<file path="config.mk">
export PLATFORM = sky130hd
export DESIGN_NAME = seq_1011_tx
export DESIGN_NICKNAME = d
export VERILOG_FILES = /design/src/rtl/seq_1011_tx.sv
export SDC_FILE = /design/constraint.sdc
export NUM_CORES = 1
export LEC_CHECK = 0
export CORE_MARGIN = 4
export CORE_UTILIZATION = 42
export CTS_CLUSTER_SIZE = 10
export DETAILED_ROUTE_END_ITERATION = 10
export HOLD_SLACK_MARGIN = 0.03
export PLACE_DENSITY = 0.65
export SLEW_MARGIN = 30
export SYNTH_ARGS = -nofsm -noshare
export SYNTH_HDL_FRONTEND = slang
export SYNTH_SLANG_ARGS = --single-unit
</file>
<file path="constraint.sdc">
create_clock -name clk -period 1.9 [get_ports clk]
set_input_delay 0.285 -clock clk [delete_from_list [all_inputs] [get_ports clk]]
set_output_delay 0.285 -clock clk [all_outputs]
set_load 0.02 [all_outputs]
</file>
<file path="src/rtl/seq_1011_tx.sv">
// Serial frame transmitter for the 1011-preamble link.
// Each accepted word goes out as: preamble 1011, payload MSB-first, an optional
// even-parity bit, then GAP_BITS idle zeros.
// Define SEQ_TX_PARITY_EN to build the parity bit (PAR state and accumulator).
module seq_1011_tx #(
    parameter int unsigned DATA_W   = 8,
    parameter int unsigned GAP_BITS = 2
) (
    input  logic              clk,
    input  logic              rst,
    input  logic              in_valid,
    input  logic [DATA_W-1:0] in_data,
    output logic              in_ready,
    output logic              x_out,
    output logic              tx_busy,
    output logic              frame_done
);

    localparam int unsigned MaxA = (DATA_W > 4) ? DATA_W : 4;
    localparam int unsigned MaxN = (GAP_BITS > MaxA) ? GAP_BITS : MaxA;
    localparam int unsigned CntW = $clog2(MaxN);

    localparam logic [CntW-1:0] PreLast  = CntW'(3);
    localparam logic [CntW-1:0] DataLast = CntW'(DATA_W - 1);
    localparam logic [CntW-1:0] GapLast  = CntW'(GAP_BITS - 1);
    localparam logic [CntW-1:0] CntOne   = CntW'(1);

    typedef enum logic [2:0] {
        StIdle = 3'd0,
        StPre  = 3'd1,
        StData = 3'd2,
`ifdef SEQ_TX_PARITY_EN
        StPar  = 3'd3,
`endif
        StGap  = 3'd4
    } state_t;

    state_t            r_state;
    state_t            w_state_d;
    logic [CntW-1:0]   r_cnt;
    logic [CntW-1:0]   w_cnt_d;
    logic [DATA_W-1:0] r_shift;
    logic [DATA_W-1:0] w_shift_d;
    logic              r_x_out;
    logic              w_x_d;
    logic              r_done;
    logic              w_done_d;
`ifdef SEQ_TX_PARITY_EN
    logic              r_par;
    logic              w_par_d;
`endif

    // Next-state, counter, shift register and parity accumulator.
    always_comb begin
        w_state_d = r_state;
        w_cnt_d   = r_cnt;
        w_shift_d = r_shift;
`ifdef SEQ_TX_PARITY_EN
        w_par_d   = r_par;
`endif
        case (r_state)
            StIdle: begin
                // in_ready is 1 whenever IDLE and not in reset; reset wins in the register.
                if (in_valid) begin
                    w_state_d = StPre;
                    w_cnt_d   = '0;
                    w_shift_d = in_data;
`ifdef SEQ_TX_PARITY_EN
                    w_par_d   = 1'b0;
`endif
                end
            end
            StPre: begin
                w_cnt_d = r_cnt + CntOne;
                if (r_cnt == PreLast) begin
                    w_state_d = StData;
                    w_cnt_d   = '0;
                end
            end
            StData: begin
                w_shift_d = r_shift << 1;
                w_cnt_d   = r_cnt + CntOne;
`ifdef SEQ_TX_PARITY_EN
                w_par_d   = r_par ^ r_shift[DATA_W-1];
`endif
                if (r_cnt == DataLast) begin
                    w_cnt_d = '0;
`ifdef SEQ_TX_PARITY_EN
                    w_state_d = StPar;
`else
                    w_state_d = StGap;
`endif
                end
            end
`ifdef SEQ_TX_PARITY_EN
            StPar: begin
                w_state_d = StGap;
                w_cnt_d   = '0;
            end
`endif
            StGap: begin
                w_cnt_d = r_cnt + CntOne;
                if (r_cnt == GapLast) begin
                    w_state_d = StIdle;
                    w_cnt_d   = '0;
                end
            end
            default: begin
                w_state_d = StIdle;
                w_cnt_d   = '0;
            end
        endcase
    end

    // Registered outputs are decoded from the next state so they line up with it.
    always_comb begin
        w_x_d    = 1'b0;
        w_done_d = 1'b0;
        case (w_state_d)
            StPre: begin
                // Preamble 1,0,1,1: only position 1 is a zero.
                w_x_d = (w_cnt_d != CntOne);
            end
            StData: begin
                w_x_d = w_shift_d[DATA_W-1];
`ifndef SEQ_TX_PARITY_EN
                w_done_d = (w_cnt_d == DataLast);
`endif
            end
`ifdef SEQ_TX_PARITY_EN
            StPar: begin
                w_x_d    = w_par_d;
                w_done_d = 1'b1;
            end
`endif
            default: begin
                w_x_d    = 1'b0;
                w_done_d = 1'b0;
            end
        endcase
    end

    // State and datapath registers with synchronous active-high reset.
    always_ff @(posedge clk) begin
        if (rst) begin
            r_state <= StIdle;
            r_cnt   <= '0;
            r_shift <= '0;
            r_x_out <= 1'b0;
            r_done  <= 1'b0;
`ifdef SEQ_TX_PARITY_EN
            r_par   <= 1'b0;
`endif
        end else begin
            r_state <= w_state_d;
            r_cnt   <= w_cnt_d;
            r_shift <= w_shift_d;
            r_x_out <= w_x_d;
            r_done  <= w_done_d;
`ifdef SEQ_TX_PARITY_EN
            r_par   <= w_par_d;
`endif
        end
    end

    assign x_out      = r_x_out;
    assign frame_done = r_done;
    assign tx_busy    = (r_state != StIdle);
    // Depends on state and rst only, never on in_valid.
    assign in_ready   = (r_state == StIdle) && !rst;

endmodule

</file>
==> results of run 1 <==
[worst min path at each step]
stage	slack, ns	startpoint	cells past startpoint	endpoint
floorplan	0.36	rst	1	r_shift[7]$_SDFF_PP0_
global placement	0.44	r_shift[5]$_SDFFE_PP0P_	2	r_shift[5]$_SDFFE_PP0P_
detailed placement	0.45	r_shift[3]$_SDFFE_PP0P_	2	r_shift[3]$_SDFFE_PP0P_
CTS	0.46	r_shift[3]$_SDFFE_PP0P_	2	r_shift[3]$_SDFFE_PP0P_
global route	0.48	r_shift[6]$_SDFFE_PP0P_	2	r_shift[6]$_SDFFE_PP0P_
finish	0.46	r_shift[5]$_SDFFE_PP0P_	2	r_shift[5]$_SDFFE_PP0P_
[layout by cell type (no fill, tap or decap), types with 3 or more instances in the layout]
master           count
ha_1                 5
clkbuf_4             3
a21oi_1             10
o21ai_0              3
nor2_2               3
clkdlybuf4s50_1     13
dfxtp_1             15
a22oi_1              6
inv_1                6
nand3_1              4
buf_4                5
nor2_1               7
nand2_1             11
[cell type report]
cell class,count,area (sq um),area share
Clock buffer,3,22.52,0.02016
Inverter,6,22.52,0.02016
Multi-Input combinational cell,76,536.8,0.4804
Sequential cell,16,321.6,0.2878
Tap cell,27,33.78,0.03024
Timing Repair Buffer,19,180.2,0.1613
[flip-flops by register name, indices dropped and copies added, names as in the netlist]
name and cells:
frame_done 1, r_cnt 3, r_shift 8, r_state 3, x_out 1
[stage by stage]
step / cell area, sq um / setup WS, ns / power, mW / utilization
floorplan: 912.1 / 0.2892 / 0.4628 / -
global placement: 1091 / 0.1007 / 0.5164 / 0.5396
detailed placement: 1091 / 0.08786 / 0.5191 / 0.5396
CTS: 1115 / 0.01573 / 0.6906 / 0.5514
global route: 1117 / 0.001273 / 0.7223 / 0.5526
finish: 1117 / 0.09690 / 0.6810 / 0.5526
[repair_timing]
action / in CTS / in global routing
endpoints found under the setup margin: 2 / 1
gates resized for setup: 1 / 1
endpoints found under the hold margin: 0 / 0
[power breakdown]
group | switching, mW | internal, mW
sequential | 0.0182 | 0.355
clock | 0.0960 | 0.0736
combinational | 0.0697 | 0.0687
[worst max-delay path: cells and delay by family (launching register included)]
kind	cells	cell delay [ns]
buffers and inverters	2	0.70
DFF	1	0.46
and+or+nand+nor	1	0.09
[layer usage]
metal  up-vias  GRT usage
li1        401          -
met1       359     0.2290
met2        20     0.2185
met3         2    0.06540
met4         0    0.03734
met5         -          0
[cell families after synthesis]
family / Yosys count
multiplexers: 1
AO/OA/AOI/OAI: 29
buffers and inverters: 11
AND/OR/NAND/NOR: 41
adder cells (fa/ha/maj): 5
flip-flops: 16
==> metrics, run 1 <==
outcome finished, final reports clean; Area Overhead vs Synth 22.50%; clock sink total 16; mux contribution to synthesized area 0.01235; Netlist cell types 39; number of global-route vias before repair 731; ANT cells 0; clk_lat worst skew 0.28 ns; core area ~2000 sq um; RSZ-0062 raised after global routing false; initial antenna violation count 0; total die area 2981 sq um; fillcell total 199; Power Density roughly 600 nW/um^2; compound-cell area share of the yosys netlist 0.2140; Cell Rows 16; Iteration-0 DRC Markers 19; number of synthesized flops with an enable pin 0; main combinational cell family by area after synthesis simple AND/OR/NAND/NOR gates; Synth top area share 0.3512; top cells by count, synth dfxtp_1, nand2_1, a21oi_1; top_reg_cell synth dfxtp_1; cts hold-fix bufs 0; Setup Total Neg Slack 0 ns; first-pass GRT wire length around 3400 microns; cells along the critical path inv_1 > nand2_1 > clkdlybuf4s50_1; Worst R2R Path Depth 6; Max Slew Vio Count 0; critical path class reg -> out; Total Routing Usage GR 0.1598; Worst EP arrival about 1.5 ns; P_leak between 0.4 and 0.5 nW; final setup fails 0; Layout Nets around 140; slowest stage delay, CP 0.61 ns; net count after synthesis 119; Post-Synthesis Cells a little over 100; Post-Syn Area 912.1 sq um; layout cells sized above 1 0.1667; Synth async-reset ratio 0; post-route ant nets 0; Slew @ Worst Pin about 0.44 ns; leading area contributor after synthesis dfxtp_1; worst hold path class reg -> reg; H-tree Lvls 1; most frequent cell after synthesis dfxtp_1; total number of vias between 700 and 800; Routed WL between 1500 and 2000 microns; Worst-path clk slew 0.08 ns; Ports 15; Min Clock Period, post-route roughly 1.8 ns; Num CTS Buffers 3; HPWL after DPL ~1500 microns; Seq/Total Area, Yosys 0.3512; DRT Pass-1 Iters 4; WL met1 ~980 microns; met2 wire length 823 microns; met3 wire length roughly 140 microns; Die X approximately 55 microns; DR top layer met4; Syn. warnings 0; worst r2r src r_cnt[0]$_SDFF_PP0_; reg2reg end x_out$_SDFF_PP0_; Worst R2R Setup Slack 0.13 ns; number of post-CTS setup repair buffers 0; Die Height 54.60 microns; endpoints failing hold 0; maxcap violations 0; placed cell count between 100 and 150; DR WL/cell ~13 microns; minimum hold slack approximately 0.46 ns; PortBufs 14; crit-path max FO 13; GPL Wtd Cong a little under 0.9; largest net degree at the start of global routing 14; Post-Synth Simple-Gate Area 0.2936; Starting Density 0.4511; VDD IR-drop max 0.4132 mV; final period utilization 0.9490; Startpoint Class flip-flop; Post-Synth XOR/XNOR Area 0; DR vias/cell ~5.3; crit end category output port; CP required 1.62 ns; Syn Area/Cell 8.856 sq um; root buffer cell clkbuf_4; grt ovf 0; f_max roughly 550 MHz; fin cells 147; Synth area leaders dfxtp_1, ha_1, a21oi_1; worst setup path end tx_busy; CTS tree yes; Slew HR 0.7080; register bit count reported by yosys 16; critical path launch point r_state[0]$_SDFF_PP0_; Crit-path slowest cell clkdlybuf4s50_1; largest buffer count on any clock path 2; skew final 0.001255 ns; post-synthesis adder-cell area fraction 0.06859; # DRC 0
Note: power is estimated with default switching activity, not from simulation.
==> inputs of run 2 (changes only) <==
--- a/config.mk
+++ b/config.mk
@@ -9,8 +9,8 @@
 export CORE_UTILIZATION = 42
 export CTS_CLUSTER_SIZE = 10
 export DETAILED_ROUTE_END_ITERATION = 10
-export HOLD_SLACK_MARGIN = 0.03
-export PLACE_DENSITY = 0.65
+export HOLD_SLACK_MARGIN = 0.1
+export PLACE_DENSITY = 0.68
 export SLEW_MARGIN = 30
 export SYNTH_ARGS = -nofsm -noshare
 export SYNTH_HDL_FRONTEND = slang
==> constraint.sdc (replaced) <==
create_clock -name clk -period 1.6 [get_ports clk]
set_input_delay 0.24 -clock clk [delete_from_list [all_inputs] [get_ports clk]]
set_output_delay 0.24 -clock clk [all_outputs]
set_load 0.02 [all_outputs]
==> run 2 against run 1 <==
The run now ends with negative setup slack left. Utilization grew 10 points. Register-to-register slack lost 0.13 ns. First-iteration DRC count grew 47%. Power grew 35%.
==> metrics, run 2 (synthesized netlist as in run 1, its figures left out) <==
crit end category flip-flop; max FFs per register 8 (unchanged); H-tree Lvls 1 (unchanged); DR vias/cell 5.335 (+0.29%); Iteration-0 DRC Markers 28 (+9); critical path class reg -> reg; Final Util 0.6535 (+0.1009); violations in the final reports negative setup slack; largest net degree at the start of global routing 12 (-2); Top reg by flops r_shift; Num CTS Buffers 3 (unchanged); Slew @ Worst Pin 0.2923 ns (-0.1448 ns); grt ovf 0 (unchanged); Layout Nets 151 (+9.4%); Max Slew Vio Count 0 (unchanged); design area 1321 sq um (+18%); total number of vias 859 (+9.8%); HPWL after DPL 1578 microns (+4.4%); DRT Pass-1 Iters 4 (unchanged); register area 325.3 sq um (+1.2%); core area 2022 sq um (unchanged); area occupied by multi-input gates 623.1 sq um (+16%); f_max roughly 620 MHz; most frequent cells in the layout buf_4, dfxtp_1, clkdlybuf4s50_1, nand2_1, a21oi_1; Cell Rows 16 (unchanged); clock sink total 16 (unchanged); maxcap violations 0 (unchanged); layout cells sized above 1 0.3582 (+0.1915); cts hold-fix bufs 0 (unchanged); PortBufs 14 (unchanged); crit-path max FO 3 (-10); worst hold path class reg -> reg; # DRC 0 (unchanged); final setup fails 1 (+1); Die X 54.60 microns (unchanged); CTS tree yes; Worst-path clk slew 0.10 ns (+0.02 ns); RSZ-0062 raised after global routing true; Total Routing Usage GR 0.1635 (+0.003665); CP required 1.79 ns (+0.17 ns); overall power 919.7 uW (+35%); number of global-route vias before repair 845 (+16%); Final WS setup -0.003316 ns (-0.1002 ns); Power Density 696.1 nW/um^2 (+14%); post-route ant nets 0 (unchanged); Slew HR 0.8048 (+0.09687); most common cell after layout, fill and taps aside buf_4; Routed WL 2269 microns (+16%); endpoints failing hold 0 (unchanged); dpl cell area 1160 sq um (+6.3%); P_leak 0.5176 nW (+16%); outcome finished, violations left; Min Clock Period, post-route around 1.6 ns; Top Registers r_shift: 8 flops, r_cnt: 3 flops, r_state: 3 flops; Ports 15 (unchanged); minimum hold slack 0.4606 ns (+0.002073 ns); ANT cells 0 (unchanged); Worst EP arrival 1.79 ns (+0.27 ns); Area Overhead vs Synth 44.86%; root buffer cell clkbuf_4; final period utilization 1.002; first-pass GRT wire length 3519 microns (+4.7%); Startpoint Class flip-flop; DR WL/cell 14.09 microns (+5.6%); fillcell total 155 (-22%); largest buffer count on any clock path 2 (unchanged); Starting Density 0.4511 (unchanged); VDD IR-drop max 0.7061 mV (+71%); skew final 0.001155 ns (-0.00009948 ns); clk_lat worst skew 0.29 ns (about the same); initial antenna violation count 0 (unchanged); Die Height 54.60 microns (unchanged); GPL Wtd Cong 0.8600 (-3.6%); total die area 2981 sq um (unchanged)
[run 2: power breakdown]
group	internal [mW]	switching, mW
registers	0.422	0.0198
clock network	0.139	0.134
logic	0.106	0.100
total	0.666	0.254
[run 2: worst paths after layout]
path	from	to	slack (ns)	cells after the start
max	r_cnt[1]$_SDFF_PP0_	x_out$_SDFF_PP0_	-0.003	7
min reg2reg	r_shift[3]$_SDFFE_PP0P_	r_shift[3]$_SDFFE_PP0P_	0.46	2
max reg2reg	r_cnt[1]$_SDFF_PP0_	x_out$_SDFF_PP0_	-0.003	7
min	r_shift[3]$_SDFFE_PP0P_	r_shift[3]$_SDFFE_PP0P_	0.46	2
[run 2: cell type report]
| cell class | count | share of cell area |
|---|---|---|
| Inverter | 6 | 0.01894 |
| Tap cell | 27 | 0.02557 |
| Multi-Input combinational cell | 76 | 0.4716 |
| Sequential cell | 16 | 0.2462 |
| Timing Repair Buffer | 32 | 0.2102 |
| Clock buffer | 4 | 0.02746 |
[run 2: routing by layer]
metal | track usage | vias to the layer above | part of all wire
met5 | 0 | - | 0
met4 | 0.03320 | 0 | 0.0075
met3 | 0.04905 | 2 | 0.063
met2 | 0.2677 | 25 | 0.48
met1 | 0.2103 | 398 | 0.45
li1 | - | 434 | -
[run 2: worst max-delay path, stage by stage (launching register included)]
cell     delay (ns)
dfxtp_2        0.36
buf_4          0.15
ha_4           0.14
mux2_2         0.26
nand3_1        0.09
o311a_1        0.19
nand4_1        0.11
a22o_1         0.20
[run 2: per-stage QoR]
step | setup TNS [ns] | setup slack, ns | instances
floorplan | 0 | 0.04200 | 103
global placement | -0.1599 | -0.06445 | 153
detailed placement | -0.2175 | -0.08383 | 153
CTS | -0.02956 | -0.02263 | 159
global route | -0.1255 | -0.06818 | 161
finish | -0.003316 | -0.003316 | 161
[run 2: repair_timing]
| item | 4_1_cts | 5_1_grt |
|---|---|---|
| endpoints found under the hold margin | 0 | 0 |
| buffers inserted | 2 | 2 |
| pin swaps | 4 | 6 |
| resized for setup | 16 | 12 |
| setup endpoints to repair | 4 | 7 |
==> inputs of run 3 (changes only) <==
--- a/config.mk
+++ b/config.mk
@@ -5,6 +5,8 @@
 export SDC_FILE = /design/constraint.sdc
 export NUM_CORES = 1
 export LEC_CHECK = 0
+export ABC_AREA = 0
+export CAP_MARGIN = 20
 export CORE_MARGIN = 4
 export CORE_UTILIZATION = 42
 export CTS_CLUSTER_SIZE = 10
==> results of run 3 <==
Same layout as run 2: the final DEF is identical, and so are final timing and power.
